[src/rtl/tx_sample_upconverter.sv]
// Widens signed baseband samples to OUT_W bits with a saturating left-shift gain and
// emits RATE outputs per input (hold or zero-stuff) towards the CIC interpolator.
module tx_sample_upconverter #(
    parameter int IN_W    = 16,
    parameter int OUT_W   = 53,
    parameter int SHIFT_W = 6,
    parameter int RATE_W  = 8
) (
    input  logic                    clk_i,
    input  logic                    rstn_i,
    input  logic signed [IN_W-1:0]  in_data_i,
    input  logic                    in_valid_i,
    output logic                    in_ready_o,
    input  logic [SHIFT_W-1:0]      shift_i,
    input  logic [RATE_W-1:0]       rate_i,
    input  logic                    zstuff_i,
    output logic signed [OUT_W-1:0] out_data_o,
    output logic                    out_valid_o,
    input  logic                    out_ready_i,
    output logic                    sat_o,
    input  logic                    sat_clr_i
);

    // Wide enough to hold any input shifted by the largest gain without losing bits.
    localparam int FULL_W = IN_W + (2**SHIFT_W) - 1;

    typedef enum logic {
        IDLE,
        EMIT
    } state_t;

    state_t                   state;
    state_t                   state_next;
    logic [RATE_W-1:0]        count;
    logic                     zmode;
    logic signed [OUT_W-1:0]  data;
    logic                     sat;

    logic                     accept;
    logic                     transfer;
    logic                     last;
    logic signed [FULL_W-1:0] ext;
    logic signed [FULL_W-1:0] shifted;
    logic [FULL_W-OUT_W:0]    upper;
    logic                     ovf;
    logic signed [OUT_W-1:0]  widened;
    logic [RATE_W-1:0]        rate_eff;

    // Exact result fits only if every bit from the OUT_W sign position upward agrees.
    always_comb begin
        ext      = {{(FULL_W-IN_W){in_data_i[IN_W-1]}}, in_data_i};
        shifted  = ext <<< shift_i;
        upper    = shifted[FULL_W-1:OUT_W-1];
        ovf      = !((&upper) || (~|upper));
        if (!ovf)
            widened = shifted[OUT_W-1:0];
        else if (shifted[FULL_W-1])
            widened = {1'b1, {(OUT_W-1){1'b0}}};
        else
            widened = {1'b0, {(OUT_W-1){1'b1}}};
        rate_eff = (rate_i == '0) ? RATE_W'(1) : rate_i;
    end

    always_ff @(posedge clk_i) begin
        if (!rstn_i)
            state <= IDLE;
        else
            state <= state_next;
    end

    always_comb begin
        state_next = state;
        case (state)
            IDLE: if (accept) state_next = EMIT;
            EMIT: if (transfer && last) state_next = accept ? EMIT : IDLE;
            default: state_next = IDLE;
        endcase
    end

    always_comb begin
        last        = (count == RATE_W'(1));
        out_valid_o = (state == EMIT);
        in_ready_o  = (state == IDLE) || (last && out_ready_i);
        accept      = in_valid_i && in_ready_o;
        transfer    = out_valid_o && out_ready_i;
        out_data_o  = data;
        sat_o       = sat;
    end

    // The held register doubles as the output: hold mode keeps it, zero-stuff clears it
    // after the first transfer of a burst.
    always_ff @(posedge clk_i) begin
        if (!rstn_i) begin
            count <= '0;
            zmode <= 1'b0;
            data  <= '0;
            sat   <= 1'b0;
        end else begin
            if (accept) begin
                data  <= widened;
                count <= rate_eff;
                zmode <= zstuff_i;
            end else if (transfer) begin
                count <= count - RATE_W'(1);
                if (zmode)
                    data <= '0;
            end
            if (accept && ovf)
                sat <= 1'b1;
            else if (sat_clr_i)
                sat <= 1'b0;
        end
    end

endmodule
[config.mk]
export PLATFORM = sky130hd
export DESIGN_NAME = tx_sample_upconverter
export DESIGN_NICKNAME = d
export VERILOG_FILES = /design/src/rtl/tx_sample_upconverter.sv
export SDC_FILE = /design/constraint.sdc
export NUM_CORES = 1
export LEC_CHECK = 0
export CORE_MARGIN = 3
export CORE_UTILIZATION = 58
export CTS_CLUSTER_DIAMETER = 100
export DETAILED_ROUTE_END_ITERATION = 8
export GPL_ROUTABILITY_DRIVEN = 0
export GPL_TIMING_DRIVEN = 0
export MAX_ROUTING_LAYER = met4
export PLACE_DENSITY = 0.85
export SYNTH_ARGS = -nofsm -noshare
export SYNTH_HDL_FRONTEND = slang
export SYNTH_SLANG_ARGS = --single-unit
[constraint.sdc]
create_clock -name clk_i -period 9.81 [get_ports clk_i]
set_input_delay 1.962 -clock clk_i [delete_from_list [all_inputs] [get_ports clk_i]]
set_output_delay 1.962 -clock clk_i [all_outputs]
set_load 0.02 [all_outputs]
==> impl_summary.log, run 1 <==
INFO  metric ctsRootBufferMaster = sky130_fd_sc_hd__clkbuf_8
INFO  metric syn_nets = 698
INFO  metric half_perimeter_wire_length_after_detailed_placement = around 16,000 um
INFO  metric r2r_cell_count = 9
INFO  metric detail_route.wl_per_cell = 23.6 um
INFO  metric leakagePower = 2.49 nW
INFO  metric worstReg2RegStart = count[2]
INFO  metric design.die.area = between 0.01 and 0.015 mm2
INFO  metric grt.total_usage = 37.3%
INFO  metric power.total = 0.864 mW
INFO  metric clkSinkCount = 64
INFO  metric place_worst_setup_slack = 4.06 ns
INFO  metric clock_latency = 0.36 ns
INFO  metric layout-area-overhead-vs-synth = 21.3%
INFO  metric drive_above_1_share = roughly a fifth
INFO  metric power_density = 123 mW/mm2
INFO  metric reg2reg_setup_slack = around 6.6 ns
INFO  metric antenna_cells = 0
INFO  metric worst_setup_hold_path_clk_slew = 0.08 ns
INFO  metric netlist-cell-type-count = 88
INFO  metric io_pins = slightly above 90
INFO  metric global_route.usage.met1 = a little under half
INFO  metric critical_path_capture_point_type = flop
INFO  metric postSynthAreaPerCell = approximately 9 um2
INFO  metric cts_buffers = 9
INFO  metric critical_path.max_stage_delay = approximately 0.62 ns
INFO  metric h-tree-depth = 3
INFO  metric critical_path_peak_fanout = 10
INFO  metric fp.coreArea = roughly 0.0095 mm2
INFO  metric final_max_slew_viols = 0
INFO  metric cpMaxStageDelayCell = sky130_fd_sc_hd__mux2i_1
INFO  metric globalRoute.totalOverflow = 0
INFO  metric cts.path.max_buffers = 2
INFO  metric grt_max_degree = 14
INFO  metric dr.first_iter.drc_count = 1,192
INFO  metric port-buffer-count = 86
INFO  metric synth_seq_cells = 64
INFO  metric clock_skew = 0.00748 ns
INFO  metric postSynth.topFlopCell = sky130_fd_sc_hd__dfxtp_1
INFO  metric grt_antenna_before_repair = 0
INFO  metric grt_setup_unrepaired = no
INFO  metric gr-usage-met3 = 11.3%
INFO  metric final_cell_area = 0.00701 mm2
INFO  metric initial_utilization = 61.1%
INFO  metric min-delay-path-class = reg -> reg
INFO  metric postCtsResizedCells = 0
INFO  metric cp-start-kind = primary input
INFO  metric hold_start = out_data_o[17]
INFO  metric syn-cell-area = 0.00578 mm2
INFO  metric worstPathRequired = 10.10 ns
INFO  metric tritoncts = yes
INFO  metric hold_fails_final_rpt = 0
INFO  metric final_min_period_over_clock_period = 58.5%
INFO  metric status = finished, final reports clean
INFO  metric placementRows = 35
INFO  metric final_net_count = 795
INFO  metric grt.busiest_layer = met2
INFO  metric area_share_of_the_leading_cell_type_in_the_synthesized_netlist = between 20 and 25%
INFO  metric drcViolationCount = 0
INFO  metric post_dp_cell_area = 0.00680 mm2
INFO  metric min_path_cells = 2
INFO  metric worstPathCellList = clkdlybuf4s50_1 -> mux4_2 -> mux2i_1 -> o22ai_1 -> a21oi_1 -> nor4b_1 -> and4_4 -> buf_6 -> nor3_1 -> buf_2 -> o221a_1
INFO  metric die_width = 106 um
INFO  metric drt-vias-per-instance = between 7 and 8
INFO  metric critPathArrivalTime = 6.02 ns
INFO  metric fin_setup_tns = 0 ns
INFO  metric worst_pin_slew = 1.17 ns
INFO  metric max_clock_freq = 0.174 GHz
INFO  metric path_class = in -> reg
INFO  metric post_cts.repair.setup_buffers = 0
INFO  metric die_height = 106 um
INFO  metric ir_worst_vdd = approximately 0.11 mV
INFO  metric wl = 21,000 um
INFO  metric register_area_share_after_synthesis = 22.2%
INFO  metric drv_cap = 0
INFO  metric cts-hold-fix-buffers = 0
INFO  metric grt_pass1_wl = 32,700 um
INFO  metric worst_r2r_dst = out_data_o[45]
INFO  metric number_of_synthesized_flops_with_an_enable_pin = 0
INFO  metric slew_headroom = a little over a fifth
INFO  metric first_global_vias = roughly 6,300
INFO  metric synthTopCellsByArea = sky130_fd_sc_hd__dfxtp_1 22%, sky130_fd_sc_hd__mux4_2 8.6%, sky130_fd_sc_hd__a221oi_2 7.8%
INFO  metric synth_top_cell_by_area = sky130_fd_sc_hd__dfxtp_1
INFO  metric postSynth.asyncResetShare = 0%
INFO  metric synth.yosys.warnings = 0
INFO  metric worst_hold_path_endpoint = out_data_o[17]
INFO  metric vias = 6,571
INFO  metric setup_ws_post_layout = 4.08 ns
INFO  metric syn-instance-count = 660
INFO  metric report.final.setup_viol = 0
INFO  metric route.antenna.remaining_nets = 0
INFO  metric grtUsageMet2 = 56.8%
INFO  metric period_minus_slack = 5.73 ns
INFO  metric firstDrtPassIters = 7
==> Yosys cell counts (6+ instances only) <==
cell type,number
sky130_fd_sc_hd__a211oi_1,13
sky130_fd_sc_hd__a21oi_1,51
sky130_fd_sc_hd__a221oi_1,6
sky130_fd_sc_hd__a221oi_2,30
sky130_fd_sc_hd__a22oi_1,11
sky130_fd_sc_hd__and2_1,22
sky130_fd_sc_hd__buf_2,22
sky130_fd_sc_hd__buf_6,7
sky130_fd_sc_hd__clkbuf_1,24
sky130_fd_sc_hd__dfxtp_1,64
sky130_fd_sc_hd__inv_1,10
sky130_fd_sc_hd__mux2_2,11
sky130_fd_sc_hd__mux2i_1,27
sky130_fd_sc_hd__mux4_2,22
sky130_fd_sc_hd__nand2_1,70
sky130_fd_sc_hd__nand2b_1,6
sky130_fd_sc_hd__nand3_1,17
sky130_fd_sc_hd__nand4_1,6
sky130_fd_sc_hd__nor2_1,48
sky130_fd_sc_hd__nor2b_1,8
sky130_fd_sc_hd__nor3_1,8
sky130_fd_sc_hd__o21a_1,7
sky130_fd_sc_hd__o21ai_0,15
sky130_fd_sc_hd__o21bai_1,10
sky130_fd_sc_hd__o221a_1,7
sky130_fd_sc_hd__o221a_2,7
sky130_fd_sc_hd__o22ai_1,11
==> layer usage <==
layer / share of wire, % / up-vias
li1: - / 2765
met1: 36 / 3033
met2: 43 / 620
met3: 15 / 153
met4: 5.6 / 0
met5: 0 / -
==> sequential cells by signal (all words and copies together), names as in the netlist <==
signal / count
count: 8
sat_o: 1
zmode: 1
out_data_o: 53
out_valid_o: 1
==> metrics by stage <==
stage                     utilization (%)  std cells  hold slack, ns
after floorplan                         -        660           0.437
after global placement               71.9        875           0.448
after detailed placement             71.9        875           0.448
after CTS                            74.2        891           0.459
after global routing                 74.2        891           0.484
final                                74.2        891           0.460
==> critical path: cells and delay by family <==
family	cells	cell delay [ns]
AOI/OAI and AO/OA	3	0.91
buffers and inverters	3	1.06
muxes	2	1.15
and+or+nand+nor	3	0.94
==> how the worst max path moves through the flow <==
stage	startpoint	to	slack (ns)	cells past startpoint
after floorplan	out_ready_i	in_ready_o	5.14	2
after global placement	in_data_i[8]	out_data_o[15]	4.12	10
after detailed placement	in_data_i[9]	out_data_o[12]	4.06	10
after CTS	out_ready_i	in_ready_o	4.14	4
after global routing	out_ready_i	in_ready_o	4.08	4
final	in_data_i[4]	out_data_o[2]	4.08	11
==> report_power, final <==
group / switching [mW] / internal (mW)
Combinational: 0.195 / 0.131
Sequential: 0.0130 / 0.277
Clock: 0.121 / 0.128
Total: 0.329 / 0.535
==> cells by family after synthesis <==
logic type / after synthesis / synth area share, %
AOI/OAI and AO/OA: 232 / 33.9
and+or+nand+nor: 214 / 18.3
DFF: 64 / 22.2
muxes: 63 / 16.3
adders and majority gates: 2 / 0.433
xor gates and xnor gates: 7 / 1.06
buffers and inverters: 78 / 7.88
==> layout by cell type (no fill, tap or decap), types with 5 or more instances in the layout <==
cell type / count
sky130_fd_sc_hd__clkdlybuf4s50_1: 86
sky130_fd_sc_hd__nand2_1: 70
sky130_fd_sc_hd__dfxtp_1: 64
sky130_fd_sc_hd__a21oi_1: 51
sky130_fd_sc_hd__nor2_1: 48
sky130_fd_sc_hd__a221oi_2: 30
sky130_fd_sc_hd__mux2i_1: 27
sky130_fd_sc_hd__clkbuf_1: 24
sky130_fd_sc_hd__buf_2: 22
sky130_fd_sc_hd__and2_1: 22
sky130_fd_sc_hd__mux4_2: 22
sky130_fd_sc_hd__nand3_1: 17
sky130_fd_sc_hd__o21ai_0: 15
sky130_fd_sc_hd__a211oi_1: 13
sky130_fd_sc_hd__a22oi_1: 11
sky130_fd_sc_hd__mux2_2: 11
sky130_fd_sc_hd__o22ai_1: 11
sky130_fd_sc_hd__inv_1: 10
sky130_fd_sc_hd__o21bai_1: 10
sky130_fd_sc_hd__clkbuf_8: 10
sky130_fd_sc_hd__nor2b_1: 8
sky130_fd_sc_hd__nor3_1: 8
sky130_fd_sc_hd__buf_6: 7
sky130_fd_sc_hd__o21a_1: 7
sky130_fd_sc_hd__o221a_2: 7
sky130_fd_sc_hd__o221a_1: 7
sky130_fd_sc_hd__nand2b_1: 6
sky130_fd_sc_hd__nand4_1: 6
sky130_fd_sc_hd__a221oi_1: 6
sky130_fd_sc_hd__nor4_1: 5
sky130_fd_sc_hd__buf_1: 5
sky130_fd_sc_hd__and3_1: 5
sky130_fd_sc_hd__o211ai_1: 5
sky130_fd_sc_hd__o31a_1: 5
sky130_fd_sc_hd__xnor2_1: 5
==> layout make-up <==
type	instances	area (um2)
Clock buffer	10	138
Tap cell	129	161
Sequential cell	64	1280
Clock inverter	6	72.6
Fill cell	723	2440
Multi-Input combinational cell	518	4050
Inverter	12	45.0
Timing Repair Buffer	86	861
Buffer	66	410
Power figures use the tool's default switching activity.
==> run 2: changes to the inputs <==
--- a/config.mk
+++ b/config.mk
@@ -6,13 +6,13 @@
 export NUM_CORES = 1
 export LEC_CHECK = 0
 export CORE_MARGIN = 3
-export CORE_UTILIZATION = 58
+export CORE_UTILIZATION = 55
 export CTS_CLUSTER_DIAMETER = 100
 export DETAILED_ROUTE_END_ITERATION = 8
 export GPL_ROUTABILITY_DRIVEN = 0
 export GPL_TIMING_DRIVEN = 0
 export MAX_ROUTING_LAYER = met4
-export PLACE_DENSITY = 0.85
+export PLACE_DENSITY = 0.82
 export SYNTH_ARGS = -nofsm -noshare
 export SYNTH_HDL_FRONTEND = slang
 export SYNTH_SLANG_ARGS = --single-unit
==> constraint.sdc (replaced) <==
create_clock -name clk_i -period 6 [get_ports clk_i]
set_input_delay 1.2 -clock clk_i [delete_from_list [all_inputs] [get_ports clk_i]]
set_output_delay 1.2 -clock clk_i [all_outputs]
set_load 0.02 [all_outputs]
==> run 2 against run 1 <==
Setup slack lost 2.8 ns. Die area grew 5.1%. Largest cell class unchanged. First-iteration DRC count is essentially flat. The flow now finishes with violations (DRC). Highest routed layer unchanged.
==> impl_summary.log, run 2 (synthesis results as in run 1) <==
INFO  metric status = finished with violations
INFO  metric violations = DRC
INFO  metric clock_skew = 0.00779 ns (+0.000313 ns)
INFO  metric h-tree-depth = 3 (unchanged)
INFO  metric clock_latency = 0.34 ns (-0.02 ns)
INFO  metric worstReg2RegStart = count[2]
INFO  metric half_perimeter_wire_length_after_detailed_placement = 15,700 um (-0.77%)
INFO  metric max_clock_freq = 0.212 GHz
INFO  metric firstDrtPassIters = 9 (+2)
INFO  metric power_density = 203 mW/mm2 (+64%)
INFO  metric worst-path-buf-inv = 3 (unchanged)
INFO  metric report.final.setup_viol = 0 (unchanged)
INFO  metric first_global_vias = 6,242 (-0.19%)
INFO  metric grt.total_usage = 36.3% (-1.0 points)
INFO  metric slew_headroom = 34.9% (+13 points)
INFO  metric wl = 20,800 um (-0.85%)
INFO  metric placementRows = 36 (+2.9%)
INFO  metric dr.first_iter.drc_count = 1,193 (+0.084%)
INFO  metric r2r_cell_count = 9 (unchanged)
INFO  metric tritoncts = yes
INFO  metric critical_path_capture_point_type = flop
INFO  metric drt-vias-per-instance = 7.30 (-1.1%)
INFO  metric post_cts.repair.setup_buffers = 0 (unchanged)
INFO  metric core_occupancy_in_the_finished_layout = 70.3% (-3.8 points)
INFO  metric drv_cap = 0 (unchanged)
INFO  metric reg2reg_setup_slack = 2.96 ns (-3.62 ns)
INFO  metric ctsRootBufferMaster = sky130_fd_sc_hd__clkbuf_8
INFO  metric grt_max_degree = 11 (-3)
INFO  metric final_min_period_over_clock_period = 78.6%
INFO  metric route.antenna.remaining_nets = 0 (unchanged)
INFO  metric critPathArrivalTime = 4.93 ns (-1.09 ns)
INFO  metric min-delay-path-class = reg -> reg
INFO  metric worstPathRequired = 6.22 ns (-3.88 ns)
INFO  metric grt_setup_unrepaired = no
INFO  metric max_reg_flops = 53 (unchanged)
INFO  metric met1Wirelength = 7930 um (+3.5%)
INFO  metric cts-hold-fix-buffers = 0 (unchanged)
INFO  metric critical_path_peak_fanout = 10 (unchanged)
INFO  metric port-buffer-count = 86 (unchanged)
INFO  metric ir_worst_vdd = 0.139 mV (+30%)
INFO  metric fp.coreArea = 0.0100 mm2 (+5.7%)
INFO  metric met3WireLength = 2870 um (-5.8%)
INFO  metric critical_path.max_stage_delay = 0.80 ns (+0.18 ns)
INFO  metric globalRoute.totalOverflow = 0 (unchanged)
INFO  metric worst_path_dominant_cell_family = compound AO/OA/AOI/OAI gates
INFO  metric die_height = 109 um (+2.5%)
INFO  metric grt_antenna_before_repair = 1 (+1)
INFO  metric final_net_count = 795 (unchanged)
INFO  metric layout-area-overhead-vs-synth = 21.6%
INFO  metric top_signal_layer_used = met4
INFO  metric die_width = 109 um (+2.5%)
INFO  metric path_class = in -> reg
INFO  metric leakagePower = 2.50 nW (+0.33%)
INFO  metric drive_above_1_share = 18.5% (-0.24 points)
INFO  metric clkSinkCount = 64 (unchanged)
INFO  metric design.die.area = 0.0118 mm2 (+5.1%)
INFO  metric period_minus_slack = 4.71 ns
INFO  metric cts_buffers = 9 (unchanged)
INFO  metric cp-start-kind = primary input
INFO  metric postCtsResizedCells = 0 (unchanged)
INFO  metric detail_route.wl_per_cell = 23.3 um (-1.3%)
INFO  metric grt_pass1_wl = 32,700 um (about the same)
INFO  metric mostFrequentLayoutCell = sky130_fd_sc_hd__clkdlybuf4s50_1
INFO  metric io_pins = 92 (unchanged)
INFO  metric fin_setup_tns = 0 ns (unchanged)
INFO  metric timing_startpoint_of_the_critical_path = in_data_i[9]
INFO  metric worst_setup_hold_path_clk_slew = 0.07 ns (about the same)
INFO  metric fillerInstances = 805 (+11%)
INFO  metric vias = 6,531 (-0.61%)
INFO  metric hold_fails_final_rpt = 0 (unchanged)
INFO  metric endpoint = out_data_o[24]
INFO  metric crit_cells = 11 (unchanged)
INFO  metric worst_pin_slew = 0.976 ns (-0.198 ns)
INFO  metric most-common-layout-cells = 86 x sky130_fd_sc_hd__clkdlybuf4s50_1, 70 x sky130_fd_sc_hd__nand2_1, 64 x sky130_fd_sc_hd__dfxtp_1, 51 x sky130_fd_sc_hd__a21oi_1, 48 x sky130_fd_sc_hd__nor2_1
INFO  metric drcViolationCount = 5 (+5)
INFO  metric initial_utilization = 57.8% (-3.3 points)
INFO  metric cpMaxStageDelayCell = sky130_fd_sc_hd__a222oi_1
INFO  metric met2RoutedLength = 8950 um (-1.8%)
INFO  metric worst_r2r_dst = out_data_o[45]
INFO  metric final_max_slew_viols = 0 (unchanged)
INFO  metric worstPathCellList = clkdlybuf4s50_1 -> mux2_2 -> mux4_2 -> a222oi_1 -> and4bb_1 -> a31oi_1 -> nor4_4 -> or3_1 -> buf_6 -> buf_8 -> a211oi_2
INFO  metric cts.path.max_buffers = 2 (unchanged)
## run 2: worst min path at each step
stage | startpoint | end | slack, ns | depth (start not counted)
floorplan | zmode | zmode | 0.44 | 2
global placement | zmode | zmode | 0.45 | 2
detailed placement | zmode | zmode | 0.45 | 2
CTS | zmode | zmode | 0.46 | 2
global route | zmode | zmode | 0.49 | 2
finish | zmode | zmode | 0.46 | 2
## run 2: worst register-to-register path, cell delays in order (launching register included)
cell and delay (ns):
sky130_fd_sc_hd__dfxtp_1 0.36, sky130_fd_sc_hd__nor4_1 0.36, sky130_fd_sc_hd__nand2b_1 0.15, sky130_fd_sc_hd__o31ai_1 0.46, sky130_fd_sc_hd__and2_1 0.30, sky130_fd_sc_hd__a21oi_1 0.17, sky130_fd_sc_hd__clkbuf_1 0.26, sky130_fd_sc_hd__clkbuf_1 0.31
sky130_fd_sc_hd__a221oi_1 0.42, sky130_fd_sc_hd__a221oi_2 0.09
## run 2: final cells by class
| class | count | area [um2] | area share (%) |
|---|---|---|---|
| inverter | 12 | 45.0 | 0.641 |
| clock buffer | 12 | 155 | 2.21 |
| multi-input combinational | 518 | 4050 | 57.5 |
| clock inverter | 3 | 65.1 | 0.925 |
| buffer | 66 | 410 | 5.84 |
| sequential | 64 | 1280 | 18.2 |
| tap | 133 | 166 | 2.37 |
| antenna | 1 | 2.50 | 0.0356 |
| timing repair buffer | 86 | 861 | 12.2 |
## run 2: metrics by stage
| step | setup WS (ns) | hold WS (ns) | total power, mW | area (um2) | cells |
|---|---|---|---|---|---|
| 3_3_place_gp | 1.17 | 0.448 | 0.975 | 6810 | 879 |
| 6_report | 1.29 | 0.461 | 1.43 | 7030 | 895 |
| 2_1_floorplan | 2.14 | 0.437 | 0.815 | 5780 | 660 |
| 3_5_place_dp | 1.13 | 0.449 | 0.989 | 6810 | 879 |
| 4_1_cts | 1.48 | 0.460 | 1.40 | 7030 | 894 |
| 5_1_grt | 1.23 | 0.486 | 1.47 | 7030 | 895 |
## run 2: where the power goes
part           switching (mW)  leakage, nW  total (mW)  internal [mW]
Sequential             0.0206        0.525       0.473          0.453
Clock                   0.167        0.112       0.421          0.254
Combinational           0.317         1.86       0.531          0.214
Total                   0.505         2.50        1.43          0.921
## run 2: routing by layer
layer / GRT usage, % / vias up
li1: - / 2766
met1: 47.2 / 3003
met2: 53.2 / 609
met3: 10.4 / 153
met4: 14.6 / 0
met5: - / -
